$ cat config.mk
export PLATFORM = sky130hd
export DESIGN_NAME = platform_collision
export DESIGN_NICKNAME = d
export VERILOG_FILES = /design/src/rtl/platform_collision.sv
export SDC_FILE = /design/constraint.sdc
export NUM_CORES = 1
export LEC_CHECK = 0
export ABC_AREA = 1
export ABC_CLOCK_PERIOD_IN_PS = 3660
export CAP_MARGIN = 20
export CORE_ASPECT_RATIO = 1.25
export CORE_MARGIN = 2
export CORE_UTILIZATION = 34
export DETAILED_ROUTE_END_ITERATION = 6
export GPL_TIMING_DRIVEN = 0
export PLACE_DENSITY = 0.57
export SYNTH_ARGS = -nofsm -noshare
export SYNTH_HDL_FRONTEND = slang
export SYNTH_SLANG_ARGS = --single-unit
$ cat constraint.sdc
create_clock -name clk -period 3.66 [get_ports clk]
set_input_delay 0.732 -clock clk [delete_from_list [all_inputs] [get_ports clk]]
set_output_delay 0.732 -clock clk [all_outputs]
set_load 0.02 [all_outputs]
$ cat src/rtl/platform_collision.sv
// Sprite-vs-level contact query: scans 10 fixed rectangles one per clock, registered result.
// Latency: DONE 11 cycles after the accept cycle; one request in flight, result held until resp_ready.
module platform_collision #(
  parameter int SPR_W = 16,
  parameter int SPR_H = 16
) (
  input  logic       clk,
  input  logic       reset,
  input  logic       req_valid,
  input  logic [9:0] req_x,
  input  logic [9:0] req_y,
  output logic       req_ready,
  output logic       resp_valid,
  input  logic       resp_ready,
  output logic       on_ground,
  output logic       hit_ceiling,
  output logic       wall_left,
  output logic       wall_right,
  output logic       overlap,
  output logic [9:0] ground_y
);

  localparam logic [1:0] IDLE = 2'd0;
  localparam logic [1:0] SCAN = 2'd1;
  localparam logic [1:0] DONE = 2'd2;

  typedef struct packed {
    logic [9:0] x0;
    logic [9:0] x1;
    logic [9:0] y0;
    logic [9:0] y1;
  } rect_t;

  // Same geometry the platform renderer draws.
  function automatic rect_t rect_at(input logic [3:0] i);
    case (i)
      4'd0:    rect_at = '{10'd16,  10'd159, 10'd132, 10'd147};
      4'd1:    rect_at = '{10'd480, 10'd623, 10'd132, 10'd147};
      4'd2:    rect_at = '{10'd81,  10'd560, 10'd215, 10'd230};
      4'd3:    rect_at = '{10'd16,  10'd255, 10'd298, 10'd313};
      4'd4:    rect_at = '{10'd384, 10'd623, 10'd298, 10'd313};
      4'd5:    rect_at = '{10'd113, 10'd528, 10'd381, 10'd396};
      4'd6:    rect_at = '{10'd0,   10'd639, 10'd464, 10'd479};
      4'd7:    rect_at = '{10'd0,   10'd639, 10'd0,   10'd15};
      4'd8:    rect_at = '{10'd0,   10'd15,  10'd0,   10'd479};
      4'd9:    rect_at = '{10'd624, 10'd639, 10'd0,   10'd479};
      default: rect_at = '{10'd0,   10'd0,   10'd0,   10'd0};
    endcase
  endfunction

  logic [1:0] state;
  logic [3:0] idx;
  logic [9:0] lat_x, lat_y;
  logic       acc_ground, acc_ceil, acc_wl, acc_wr, acc_ovl;
  logic [9:0] acc_gy;

  rect_t       rect;
  logic [10:0] sx0, sx1, sy0, sy1, rx0, rx1, ry0, ry1;
  logic        hov, vov, hit_g, hit_c, hit_wl, hit_wr, hit_o;
  logic        nxt_ground, nxt_ceil, nxt_wl, nxt_wr, nxt_ovl;
  logic [9:0]  nxt_gy;

  // 11-bit sums so the sprite's far edge never wraps.
  always_comb begin
    rect   = rect_at(idx);
    sx0    = {1'b0, lat_x};
    sy0    = {1'b0, lat_y};
    sx1    = sx0 + 11'(SPR_W - 1);
    sy1    = sy0 + 11'(SPR_H - 1);
    rx0    = {1'b0, rect.x0};
    rx1    = {1'b0, rect.x1};
    ry0    = {1'b0, rect.y0};
    ry1    = {1'b0, rect.y1};
    hov    = (sx0 <= rx1) && (sx1 >= rx0);
    vov    = (sy0 <= ry1) && (sy1 >= ry0);
    hit_g  = hov && (sy1 + 11'd1 == ry0);
    hit_c  = hov && (sy0 == ry1 + 11'd1);
    hit_wl = vov && (sx0 == rx1 + 11'd1);
    hit_wr = vov && (sx1 + 11'd1 == rx0);
    hit_o  = hov && vov;
    nxt_ground = acc_ground | hit_g;
    nxt_ceil   = acc_ceil   | hit_c;
    nxt_wl     = acc_wl     | hit_wl;
    nxt_wr     = acc_wr     | hit_wr;
    nxt_ovl    = acc_ovl    | hit_o;
    // First (lowest-index) ground contact wins.
    nxt_gy     = (hit_g && !acc_ground) ? rect.y0 : acc_gy;
  end

  always_ff @(posedge clk) begin
    if (reset) begin
      state       <= IDLE;
      idx         <= 4'd0;
      lat_x       <= 10'd0;
      lat_y       <= 10'd0;
      acc_ground  <= 1'b0;
      acc_ceil    <= 1'b0;
      acc_wl      <= 1'b0;
      acc_wr      <= 1'b0;
      acc_ovl     <= 1'b0;
      acc_gy      <= 10'h3FF;
      on_ground   <= 1'b0;
      hit_ceiling <= 1'b0;
      wall_left   <= 1'b0;
      wall_right  <= 1'b0;
      overlap     <= 1'b0;
      ground_y    <= 10'h3FF;
    end else begin
      case (state)
        IDLE: begin
          if (req_valid) begin
            lat_x      <= req_x;
            lat_y      <= req_y;
            acc_ground <= 1'b0;
            acc_ceil   <= 1'b0;
            acc_wl     <= 1'b0;
            acc_wr     <= 1'b0;
            acc_ovl    <= 1'b0;
            acc_gy     <= 10'h3FF;
            idx        <= 4'd0;
            state      <= SCAN;
          end
        end
        SCAN: begin
          acc_ground <= nxt_ground;
          acc_ceil   <= nxt_ceil;
          acc_wl     <= nxt_wl;
          acc_wr     <= nxt_wr;
          acc_ovl    <= nxt_ovl;
          acc_gy     <= nxt_gy;
          if (idx == 4'd9) begin
            on_ground   <= nxt_ground;
            hit_ceiling <= nxt_ceil;
            wall_left   <= nxt_wl;
            wall_right  <= nxt_wr;
            overlap     <= nxt_ovl;
            ground_y    <= nxt_gy;
            state       <= DONE;
          end else begin
            idx <= idx + 4'd1;
          end
        end
        DONE: begin
          if (resp_ready) state <= IDLE;
        end
        default: state <= IDLE;
      endcase
    end
  end

  assign req_ready  = (state == IDLE) && !reset;
  assign resp_valid = (state == DONE);

endmodule

[Word level (Yosys, flattened, before mapping)]
Memories as Yosys holds them, arrays and structs flattened. A register that Yosys moved wholly into a read port is not among the register bits.
Index checks and enable logic that the tools add are counted.
W data, S select, Z words.
Storage, ports and cells
  register bits after elaboration: 56
  bits in read-only memories: 544
  bits of input ports: 24
  output and inout port bits: 17
  word-level logic and storage cells: 80
  memories kept: 1
Memories
  (name not given): words 16, bits a word 34, read ports 1, clocked after memory_dff 1, write ports 0, line 36  | case (i)
Cells by class
  add/sub/neg operators: 7
  magnitude comparators: 4
  eq/ne operators: 11
  muxes and demuxes: 18
  bitwise logic cells: 5
  reductions and logical operators: 18
Operators by type and width (number)
  $add A10 B1 Y11 const B: 2
  $add A10 B4 Y11 const B: 2
  $add A11 B1 Y11 const B: 2
  $eq A10 B11 Y1: 2
  $eq A11 B10 Y1: 2
  $ge A11 B10 Y1: 2
  $le A10 B10 Y1: 2
  $mux W10: 2
  $pmux W10 S2: 1
  $mux W4: 4
  $pmux W1 S2: 5
  $logic_and A1 B1 Y1: 9
  $pmux W4 S2: 1
  $mux W2: 3
  $ne A2 B2 Y1 const B: 3
  $pmux W2 S3: 1
  $reduce_and A2 Y1: 3
  $reduce_and A3 Y1: 2
  $or A1 B1 Y1: 5
  $add A4 B1 Y4 const B: 1
  $eq A4 B4 Y1 const B: 1
  $eq A2 B1 Y1 const B: 1
  $eq A2 B2 Y1 const B: 1
  $logic_not A1 Y1: 2
  4 further kinds: 4

[Depth between registers and ports, before layout]
Gate-level depths: netlist of run 1.
  word-level depth: 7
  depth in mapped cells: 21
  gate-level depth less buffers: 21

[Worst setup path before layout of run 1]
Ideal clock, no wire load.
  kind: reg-to-reg
  start point: register lat_x[0]
  end point: register acc_gy[3]
  setup time: 109 ps
  data arrival time: 2519 ps
  data required time: 3551 ps
  path slack: 1032 ps
  stages on the path, launching flop included: 18
  buffers on the path: 0
  period minus slack after synthesis: 2628 ps
  cell sequence: dfxtp_1 -> inv_1 -> ha_1 -> a21oi_2 -> nand3_1 -> xor2_1 -> ha_1 -> nand2_1 -> nor2_1 -> nand3_1 -> nand3_1 -> nor2_1 -> nor2_2 -> nand4_2 -> nand2_1 -> nand3_1 -> nand2_1 -> inv_1
On the way
  longest elaborated chain between the ends: 7
  elaborated cells on any way between the ends: 8
  those cells by class: 1 x add/sub; 2 x order compare; 2 x mux; 3 x reduce/logical
RTL lines
  start: declaration: line 53  | logic [9:0] lat_x, lat_y;
  start signal: assignment: line 112  | lat_x <= req_x;
  $add A10 B4 Y11: line 68  | sx1 = sx0 + 11'(SPR_W - 1);
  $ge A11 B10 Y1: line 74  | hov = (sx0 <= rx1) && (sx1 >= rx0);
  $logic_and A1 B1 Y1 *: line 74
  $logic_and A1 B1 Y1 *: line 76  | hit_g = hov && (sy1 + 11'd1 == ry0);
  $logic_and A1 B1 Y1 *: line 87  | nxt_gy = (hit_g && !acc_ground) ? rect.y0 : acc_gy;
  $mux W10 *: line 87
  $pmux W10 S2 *: line 109  | case (state)
  end signal: assignment: line 130  | acc_gy <= nxt_gy;
  end: declaration: line 55  | logic [9:0] acc_gy;
Mark *: on every way between the ends. The rest lies on a longest branch, timed or not.
A chain may end at the register's enable or synchronous reset.

[Worst setup path in the final report of run 1]
  start point: input port reset
  end point: output port req_ready
On the way
  longest elaborated chain between the ends: 2
RTL lines
  start: declaration: line 8  | input logic reset,
  $logic_not A1 Y1: line 151  | assign req_ready = (state == IDLE) && !reset;
  $logic_and A1 B1 Y1: line 151
  end: declaration: line 12  | output logic req_ready,
No other way between the ends.

==> results of run 1 <==
## Yosys cell counts, drive strengths merged, types with 5 or more instances
cell    count  share of area [%]
or2         5               0.56
a21oi      64                5.9
nor2       89                6.7
o21ai      50                4.5
dfxtp      81                 29
ha         51                 11
xnor2      11                1.7
nand2     225                 16
xor2       17                2.7
clkbuf     14               0.99
nand3      67                6.4
nand4      18                2.1
inv       124                8.4
nor3        7               0.63
## cell type report
type                       instances  area share [%]
buffer                            17            1.13
sequential                        81            24.7
clock inverter                     5            1.22
clock buffer                      10            3.64
tap                              216            4.12
timing repair buffer              40            6.11
multi-input combinational        622            51.8
inverter                         126            7.21
## state kept, by name, indices dropped and copies added, names as in the netlist, 2 cells and up
| register | count |
|---|---|
| idx | 4 |
| ground_y | 10 |
| acc_gy | 10 |
| rect | 25 |
| state | 2 |
| lat_x | 10 |
| lat_y | 10 |
## worst max-delay path by stage
stage | from | to | slack (ns)
2_1_floorplan | lat_x[0]$_SDFFE_PP0P_ | acc_gy[3]$_SDFFE_PP1P_ | 1.03
3_3_place_gp | reset | req_ready | -0.02
3_5_place_dp | reset | req_ready | 0.09
4_1_cts | reset | req_ready | 0.07
5_1_grt | lat_x[0]$_SDFFE_PP0P_ | acc_gy[4]$_SDFFE_PP1P_ | 0.05
6_report | reset | req_ready | 0.27
## power groups by stage
stage / Combinational (mW) / Sequential (mW) / Clock [mW]
5_1_grt: 0.842 / 1.02 / 1.04
2_1_floorplan: 0.549 / 1.00 / 0
6_report: 0.723 / 1.01 / 0.975
3_5_place_dp: 0.722 / 1.03 / 0
3_3_place_gp: 0.717 / 1.03 / 0
4_1_cts: 0.728 / 1.01 / 0.999
## metrics by stage
step           setup TNS (ns)  total power [mW]  hold slack [ns]  utilization, %  instances
6_report                    0              2.71            0.477            40.8       1117
5_1_grt                     0              2.90            0.497            40.8       1117
3_3_place_gp          -0.0180              1.74            0.453            38.8       1102
3_5_place_dp                0              1.75            0.464            38.8       1102
2_1_floorplan               0              1.55            0.450               -        846
4_1_cts                     0              2.73            0.477            40.8       1117
## routing by layer
metal,GRT usage [%],up-vias
li1,-,2823
met1,21.9,2315
met2,30.1,84
met3,2.64,9
met4,5.18,0
met5,0,-
## kinds of logic (layout without fill, tap and decap cells)
kind of cell / after synthesis / after routing / share of synthesized area, %
simple gates: 419 / 419 / 33.4
buf+inv: 143 / 198 / 9.81
compound gates: 124 / 124 / 11.7
fa+ha+maj: 51 / 51 / 11.5
flops: 81 / 81 / 29.2
xor+xnor: 28 / 28 / 4.41
## critical path: stages
cell and delay (ns):
clkdlybuf4s50_1 0.58, clkbuf_2 0.28, clkbuf_1 0.40, nor3_1 0.10
clkdlybuf4s50_1 0.56
==> impl_metrics.yaml, run 1 <==
run_status:
  outcome: "finished, final reports clean"
timing:
  fmax_mhz: 295
  timing.final.ws_setup_ns: 0.272
  fin_crit_sh_pct: 92.6
  slew_headroom_pct: 53.5
  final-hold-violation-count: 0
  worst_slew_pin_slew_ns: 0.698
  rsz0062_at_grt: "false"
  drv_slew: 0
  skew_ns: 0.00581
  min_period_ns: 3.39
  setup_viol_count_final: 0
route:
  route.met2.wl_mm: 6.77
  dr.max_layer_used: "met4"
  wl_per_cell_um: 12.8
  drt_pre_antenna_iters: 4
  wl_met3_um: 463
  via_per_inst: 4.68
  ant_nets: 0
  drc: 0
  wl_mm: 14.3
  first_iter_violations: 172
  met1_length_mm: 6.90
  num_vias: 5231
pwr:
  swShare_pct: 32.6
  internal_power_mw: 1.82
  net-switching-power_mw: 0.883
  pwr-share-comb_pct: 26.7
  pwr-share-seq_pct: 37.2
  vdd_ir_drop_max_v: 0.000238
  power.leakage_nw: 3.12
  clkPwrFrac_pct: 36.0
  powerDensity_mw_per_mm2: 413
cts:
  clk_path_buf_depth: 2
  h-tree-depth: 3
  cts.sinks: 81
  clock_latency_ns: 0.34
  cts-root-buf: "clkbuf_16"
  cts_resized: 0
  cts-buffers-inserted: 9
  cts_tree: "yes"
  path_clk_slew_ns: 0.06
  hold_buffers: 0
  cts_setup_buffers: 0
min_path:
  hold_start: "acc_wr$_SDFFE_PP0P_"
  hp-class: "flop to flop"
  whs_path_depth: 2
  hold_end: "acc_wr$_SDFFE_PP0P_"
synthesis:
  synthCells: 846
  synth_cell_type_count: 37
  synthArstFlopShare_pct: 0
  yosys_most_used_dff: "dfxtp_1"
  ys_warn_count: 0
  syn_nets: 921
  yosysSeqAreaShare_pct: 29.2
  synth_edf_count: 0
  syn_avg_cell_area_um2: 6.57
  syn_area_mm2: 0.00556
  synth_seq_cells: 81
setup_path:
  critPathRequiredTime_ns: 2.93
  rr_worst_depth: 17
  cp-start-kind: "input port"
  end_kind: "primary output"
  worstPathArrival_ns: 2.66
  critPathMaxFanout: 10
  path_class: "input port to primary output"
  rr_startpoint: "lat_x[0]$_SDFFE_PP0P_"
  reg2reg_to: "ground_y[6]$_SDFFE_PP1P_"
  r2r_slack_ns: 0.37
placement:
  dp_slack_ns: 0.0883
  port_buffers: 40
  gp_congestion: 0.832
  dpl-instance-area_mm2: 0.00623
  dpl.hpwl_mm: 11.5
global_routing:
  antenna_found_initial: 0
  grt_pass1_wl_mm: 24.2
  overflow: 0
  grt_max_degree: 14
  grt_pass1_vias: 5064
  track_usage_pct: 17.3
floorplan:
  start_util_pct: 34.6
  die_area_mm2: 0.0174
  fp.coreArea_mm2: 0.0161
  num_rows: 52
  fp.dieW_um: 118
  die_h_um: 147
  ios: 41
layout:
  drive_gt1_share_pct: 6.88
  area_growth_pct: 18.0
  ff_latch_area_mm2: 0.00162
  nets: 972
  final_cell_mix: "215 x nand2_1, 117 x inv_1, 81 x dfxtp_1, 79 x nor2_1, 63 x nand3_1"
  num-fill-cells: 1764
  multi_input_area_mm2: 0.00340
  antenna_cells: 0
  final_common_cell: "nand2_1"
  design_area_mm2: 0.00656
flow_run:
  maxCapViolCount: 0
Note: power is estimated with default switching activity, not from simulation.
==> run 2, diff against run 1 <==
--- a/config.mk
+++ b/config.mk
@@ -14,6 +14,7 @@
 export DETAILED_ROUTE_END_ITERATION = 6
 export GPL_TIMING_DRIVEN = 0
 export PLACE_DENSITY = 0.57
+export SLEW_MARGIN = 20
 export SYNTH_ARGS = -nofsm -noshare
 export SYNTH_HDL_FRONTEND = slang
 export SYNTH_SLANG_ARGS = --single-unit
==> results of run 2 <==
The final DEF is identical to that of run 1; final timing and power are the same.
